<file path="config.mk">
export PLATFORM = sky130hd
export DESIGN_NAME = regfile_write_arbiter
export DESIGN_NICKNAME = d
export VERILOG_FILES = /design/src/rtl/regfile_write_arbiter.sv
export SDC_FILE = /design/constraint.sdc
export NUM_CORES = 1
export LEC_CHECK = 0
export CAP_MARGIN = 20
export CORE_MARGIN = 2
export CORE_UTILIZATION = 40
export CTS_CLUSTER_DIAMETER = 60
export DETAILED_ROUTE_END_ITERATION = 7
export PLACE_DENSITY = 0.81
export REMOVE_ABC_BUFFERS = 1
export SLEW_MARGIN = 20
export SYNTH_ARGS = -nofsm -noshare
export SYNTH_HDL_FRONTEND = slang
export SYNTH_SLANG_ARGS = --single-unit
</file>
<file path="constraint.sdc">
create_clock -name clock -period 4.4 [get_ports clock]
set_input_delay 1.1 -clock clock [delete_from_list [all_inputs] [get_ports clock]]
set_output_delay 1.1 -clock clock [all_outputs]
set_load 0.005 [all_outputs]
</file>
<file path="src/rtl/regfile_write_arbiter.sv">
// rtl/regfile_write_arbiter.sv - two-requester round-robin arbiter for the register file write port
//
// Purpose: shares the register file's single write port and its row-enable
// decode between requester A (ALU path) and requester B (mult/div or load
// path). Grants are combinational; the winner's address/data/source are
// registered and a one-cycle one-hot row enable is issued on the next edge.
//
// Optional feature macro: REGWR_STALL_CNT_EN adds a saturating 16-bit
// stall_count output (cycles in which a valid requester was not granted).
//
// Ports:
//   clock, reset_n        clock (rising edge), asynchronous active-low reset
//   wr_stall              register file busy, suppresses all grants
//   a_valid/a_addr/a_data requester A write request, a_ready = accepted
//   b_valid/b_addr/b_data requester B write request, b_ready = accepted
//   wr_en_onehot          registered one-hot row enable (one cycle per write)
//   wr_addr/wr_data       registered address/data of the last issued write
//   wr_src                0 = last write came from A, 1 = from B
//   stall_count           (REGWR_STALL_CNT_EN only) saturating wait counter

module regfile_write_arbiter #(
    parameter int DATA_WIDTH       = 32,
    parameter int ADDR_WIDTH       = 5,
    parameter int ZERO_REG_PROTECT = 1
) (
    input  logic                         clock,
    input  logic                         reset_n,
    input  logic                         wr_stall,
    input  logic                         a_valid,
    input  logic [ADDR_WIDTH-1:0]        a_addr,
    input  logic [DATA_WIDTH-1:0]        a_data,
    output logic                         a_ready,
    input  logic                         b_valid,
    input  logic [ADDR_WIDTH-1:0]        b_addr,
    input  logic [DATA_WIDTH-1:0]        b_data,
    output logic                         b_ready,
    output logic [(2**ADDR_WIDTH)-1:0]   wr_en_onehot,
    output logic [ADDR_WIDTH-1:0]        wr_addr,
    output logic [DATA_WIDTH-1:0]        wr_data,
`ifdef REGWR_STALL_CNT_EN
    output logic                         wr_src,
    output logic [15:0]                  stall_count
`else
    output logic                         wr_src
`endif
);

    localparam int NUM_REGS = 2 ** ADDR_WIDTH;
    localparam logic [NUM_REGS-1:0] ONE_HOT_LSB = NUM_REGS'(1);

    logic                  prio_q, prio_d;
    logic [NUM_REGS-1:0]   wr_en_q, wr_en_d;
    logic [ADDR_WIDTH-1:0] wr_addr_q, wr_addr_d;
    logic [DATA_WIDTH-1:0] wr_data_q, wr_data_d;
    logic                  wr_src_q, wr_src_d;

    logic                  grant_a, grant_b;
    logic [ADDR_WIDTH-1:0] sel_addr;
    logic [DATA_WIDTH-1:0] sel_data;

    // prio_q: 0 favours A, 1 favours B; a lone requester always wins.
    assign grant_a = !wr_stall && a_valid && (!b_valid || !prio_q);
    assign grant_b = !wr_stall && b_valid && (!a_valid ||  prio_q);
    assign a_ready = grant_a;
    assign b_ready = grant_b;

    assign sel_addr = grant_b ? b_addr : a_addr;
    assign sel_data = grant_b ? b_data : a_data;

    always_comb begin
        prio_d    = prio_q;
        wr_en_d   = '0;
        wr_addr_d = wr_addr_q;
        wr_data_d = wr_data_q;
        wr_src_d  = wr_src_q;
        if (grant_a || grant_b) begin
            // Pointer flips to the other requester after every grant.
            prio_d    = grant_a;
            wr_addr_d = sel_addr;
            wr_data_d = sel_data;
            wr_src_d  = grant_b;
            // A protected register 0 still completes the transfer but
            // never raises its row enable.
            if (!((ZERO_REG_PROTECT != 0) && (sel_addr == '0))) begin
                wr_en_d = ONE_HOT_LSB << sel_addr;
            end
        end
    end

    always_ff @(posedge clock or negedge reset_n) begin
        if (!reset_n) begin
            prio_q    <= 1'b0;
            wr_en_q   <= '0;
            wr_addr_q <= '0;
            wr_data_q <= '0;
            wr_src_q  <= 1'b0;
        end else begin
            prio_q    <= prio_d;
            wr_en_q   <= wr_en_d;
            wr_addr_q <= wr_addr_d;
            wr_data_q <= wr_data_d;
            wr_src_q  <= wr_src_d;
        end
    end

    assign wr_en_onehot = wr_en_q;
    assign wr_addr      = wr_addr_q;
    assign wr_data      = wr_data_q;
    assign wr_src       = wr_src_q;

`ifdef REGWR_STALL_CNT_EN
    logic [15:0] stall_cnt_q, stall_cnt_d;
    logic        waiting;

    assign waiting = (a_valid && !grant_a) || (b_valid && !grant_b);

    always_comb begin
        stall_cnt_d = stall_cnt_q;
        if (waiting && (stall_cnt_q != 16'hFFFF)) begin
            stall_cnt_d = stall_cnt_q + 16'd1;
        end
    end

    always_ff @(posedge clock or negedge reset_n) begin
        if (!reset_n) begin
            stall_cnt_q <= '0;
        end else begin
            stall_cnt_q <= stall_cnt_d;
        end
    end

    assign stall_count = stall_cnt_q;
`endif

endmodule

</file>
# == After elaboration in Yosys (flattened, before gate mapping) ==
# Index checks and enable logic that the tools add are counted.
# word_totals
register_bits,71
input_bits,79
# classes
n_shift,1
n_mux,4
reduce_logical,12
# op_table
cell,n
2-to-1 mux 32 bit,3
<< shifter 1 x 5 -> 32 bit (first input constant),1
zero test 5 bit,1
2-to-1 mux 5 bit,1
logical AND 1 bit,4
zero test 1 bit,4
logical OR 1 bit,3

# == Longest topological paths before layout ==
# depth
depth_word,7
mapped_depth,6
depth_no_buf,3

# == Least setup slack after synthesis ==
# OpenSTA, ideal clock, no wires.
# synth_path
path_type,input to output
startpoint,input a_valid
endpoint,output b_ready
arrival_ns,1.686
required_ns,3.300
setup_slack_ns,1.614
cell_stages,4
cell_sequence,nor2b_1 > buf_2 > clkbuf_1 > nor2_1
# synth_via
elab_chain_len,3
# synth_lines
element,line,rtl
start: declaration,29,"input logic a_valid,"
zero test 1 bit,63,assign grant_b = !wr_stall && b_valid && (!a_valid || prio_q);
logical OR 1 bit,63,
logical AND 1 bit,63,
end: declaration,36,"output logic b_ready,"
# Every way passes these cells.

# == Final worst setup path ==
# layout_path
startpoint,input b_valid
endpoint,output a_ready
# layout_via
elab_chain_len,3
# layout_lines
element,line,rtl
start: declaration,33,"input logic b_valid,"
zero test 1 bit,62,assign grant_a = !wr_stall && a_valid && (!b_valid || !prio_q);
logical OR 1 bit,62,
logical AND 1 bit,62,
end: declaration,32,"output logic a_ready,"
# Every way passes these cells.

==> impl_metrics.json <==
{
  "status": "finished, final reports clean",
  "grt_setup_unrepaired": "false",
  "io_pins": 151,
  "seq_power_share_pct": 41.7,
  "drc": 0,
  "htree_levels": 3,
  "die_w_um": 94.5,
  "wirelength_mm": 10.3,
  "power.switching_mw": 0.474,
  "synth_top_family_by_area": "compound AO/OA/AOI/OAI gates",
  "grt_pass1_wl_mm": 16.3,
  "vias": 3356,
  "cts_resized": 0,
  "period_minus_slack_ps": 3760,
  "pwr-share-clk_pct": 35.9,
  "start_util_pct": 40.5,
  "drt_iter0_drc": 162,
  "end_kind": "output port",
  "synth_compound_area_share_pct": 23.5,
  "slowest_stage": "clkdlybuf4s50_1",
  "slowest_delay_ps": 670,
  "multi_input_area_um2": 1360,
  "dp_hpwl_mm": 6.98,
  "cp.depth": 4,
  "numPortBuffers": 150,
  "dr_wl_met2_mm": 4.99,
  "clock-sinks": 71,
  "hp-start": "wr_src$_DFFE_PN0P_",
  "powerDensity_nw_per_um2": 350,
  "cts_buffers": 9,
  "synth-seq-area-share_pct": 54.2,
  "clockBufferDepth": 2,
  "synth_adder_area_share_pct": 0,
  "holdBufCountCts": 0,
  "yosys_warnings": 0,
  "ys_top_cells_by_area": "dfrtp_1 54%, a31oi_1 6.9%, o21ai_0 6.1%",
  "cp.buffers_inverters": 2,
  "power.leakage_nw": 1.93,
  "cp_data_arrival_time_ps": 2660,
  "viasPerCell": 5.66,
  "maxSlewViolCount": 0,
  "synth.area.mux_share_pct": 0,
  "fin_worst_skew_ps": 5.87,
  "finalWorstSetupSlack_ps": 636,
  "drive_gt1_share_pct": 6.56,
  "reg2reg_slack_ps": 2440,
  "die_h_um": 94.5,
  "met1_length_mm": 4.12,
  "ff2ff_path_depth": 3,
  "worstPathMaxFanout": 13,
  "synth_area_um2": 3280,
  "required_ps": 3300,
  "die_area_um2": 8930,
  "placementRows": 33,
  "seq_area_um2": 1780,
  "maxCapViolations": 0,
  "syn2layout_area_growth_pct": 54.4,
  "synth_most_common_cell": "dfrtp_1",
  "insertion_delay_ps": 340,
  "clk_pin_slew_ps": 70,
  "p_sw_share_pct": 26.7,
  "core_um2": 8090,
  "peakVddDrop_v": 0.000178,
  "startpoint": "b_valid",
  "hold_path_class": "register to register",
  "dr.pass1.iters": 7,
  "p_int_mw": 1.30,
  "rr_startpoint": "prio_q$_DFFE_PN0P_",
  "grt-ovfl-total": 0,
  "ys_top_cells_by_count": "71 x dfrtp_1, 44 x nor2_1, 40 x o21ai_0",
  "clock.fmax_ghz": 0.266,
  "avgRoutedWirePerCell_um": 17.3,
  "synth_flop_cell": "dfrtp_1",
  "async_flop_share_pct": 100,
  "syn_avg_cell_area_um2": 9.39,
  "setup_tns_ps": 0,
  "crit_type": "input pin to output port",
  "grt.total_usage_pct": 23.5,
  "p_comb_share_pct": 22.4,
  "synth_xor_area_share_pct": 0,
  "worstPathCellList": "clkdlybuf4s50_1 -> a21bo_2 -> nor2_1 -> clkdlybuf4s50_1",
  "yosys.area_share.simple_pct": 17.5,
  "min_period_over_period_pct": 85.5,
  "ys_types": 26,
  "ant_nets": 0,
  "crit_top_cell": "clkdlybuf4s50_1",
  "r2r_end": "wr_en_onehot[21]$_DFF_PN0_",
  "pre_cts_ws_ps": 633,
  "synth_top_area_share_pct": 54.2,
  "synth_top_area_cell": "dfrtp_1",
  "hold_viol": 0,
  "antennaDiodeCount": 0,
  "grt_max_degree": 72,
  "cts_tree": "yes",
  "gp_congestion": 0.812,
  "setup_viol": 0,
  "grt_pass1_vias": 3196,
  "root_buffer": "clkbuf_8",
  "slew_headroom_pct": 35.2,
  "antenna_found_initial": 0,
  "nets": 562,
  "wl_met3_um": 921,
  "synth_seq_cells": 71,
  "netlist_instances": 349,
  "fillers": 687,
  "top_layer_used": "met4",
  "crit_family": "buffers and inverters",
  "synth_edf_count": 0,
  "post_cts_buffers": 0,
  "startpoint_type": "input pin",
  "endpoint": "a_ready",
  "worst_pin_slew_ps": 970
}
-- placed cells by master, fill, tap and decap left out, types with 3 or more instances in the layout --
cell	netlist	final
o2111ai_1	6	6
nand3_1	36	36
buf_4	0	7
a21oi_1	31	31
o211ai_1	9	9
nor2_1	44	44
nor2b_1	12	11
dfrtp_1	71	71
nand4_1	12	12
o21ai_0	40	40
clkdlybuf4s50_1	0	149
nand4b_1	3	3
nand2_1	3	3
a31oi_1	36	36
clkbuf_8	0	9
bufinv_16	0	3
-- registers in the layout, indices dropped and copies added, names as in the netlist --
name          flops
wr_data          32
wr_addr           5
wr_src            1
wr_en_onehot     32
prio_q            1
-- stage by stage --
step / total power [mW] / hold slack [ps] / util (%) / instances / area (µm²)
floorplan: 0.884 / 488 / - / 315 / 3120
global placement: 1.14 / 480 / 59.5 / 577 / 4810
detailed placement: 1.15 / 517 / 59.5 / 577 / 4810
CTS: 1.79 / 542 / 62.5 / 593 / 5060
global route: 1.86 / 569 / 62.5 / 593 / 5060
finish: 1.77 / 530 / 62.5 / 593 / 5060
-- tightest hold or removal path, stage by stage, from the launching register on --
cell and delay [ps]:
dfrtp_1 350, o21ai_0 70, o21ai_0 70
-- routing by layer --
| metal | global-route usage (%) | vias to the layer above |
|---|---|---|
| li1 | - | 1554 |
| met1 | 30.4 | 1618 |
| met2 | 38.8 | 161 |
| met3 | 5.03 | 23 |
| met4 | 8.82 | 0 |
| met5 | 0 | - |
-- cell families (layout without fill, tap and decap cells) --
family                 Yosys count  count (layout)
AOI/OAI and AO/OA              128             128
and+or+nand+nor                115             115
DFF                             71              71
buffers and inverters           34             173
other                            1               1
-- worst min path at each step --
stage / to / cells past startpoint
2_1_floorplan: wr_addr[4]$_DFFE_PN0P_ / 1
3_3_place_gp: wr_addr[4]$_DFFE_PN0P_ / 1
3_5_place_dp: wr_src$_DFFE_PN0P_ / 2
4_1_cts: wr_src$_DFFE_PN0P_ / 2
5_1_grt: wr_addr[4]$_DFFE_PN0P_ / 1
6_report: wr_src$_DFFE_PN0P_ / 2
-- power by group through the flow --
stage | sequential, mW | combinational [mW] | clock [mW]
after floorplan | 0.755 | 0.130 | 0
after global placement | 0.749 | 0.390 | 0
after detailed placement | 0.753 | 0.396 | 0
after CTS | 0.739 | 0.398 | 0.651
after global routing | 0.746 | 0.435 | 0.681
final | 0.739 | 0.396 | 0.636
-- final cells by class --
type                       count  share of cell area (%)
sequential                    71                    35.1
timing repair buffer         157                    30.6
multi-input combinational    244                    26.8
tap                          105                    2.60
clock buffer                   9                    2.45
clock inverter                 7                    2.38
(Power assumes the default switching activity.)
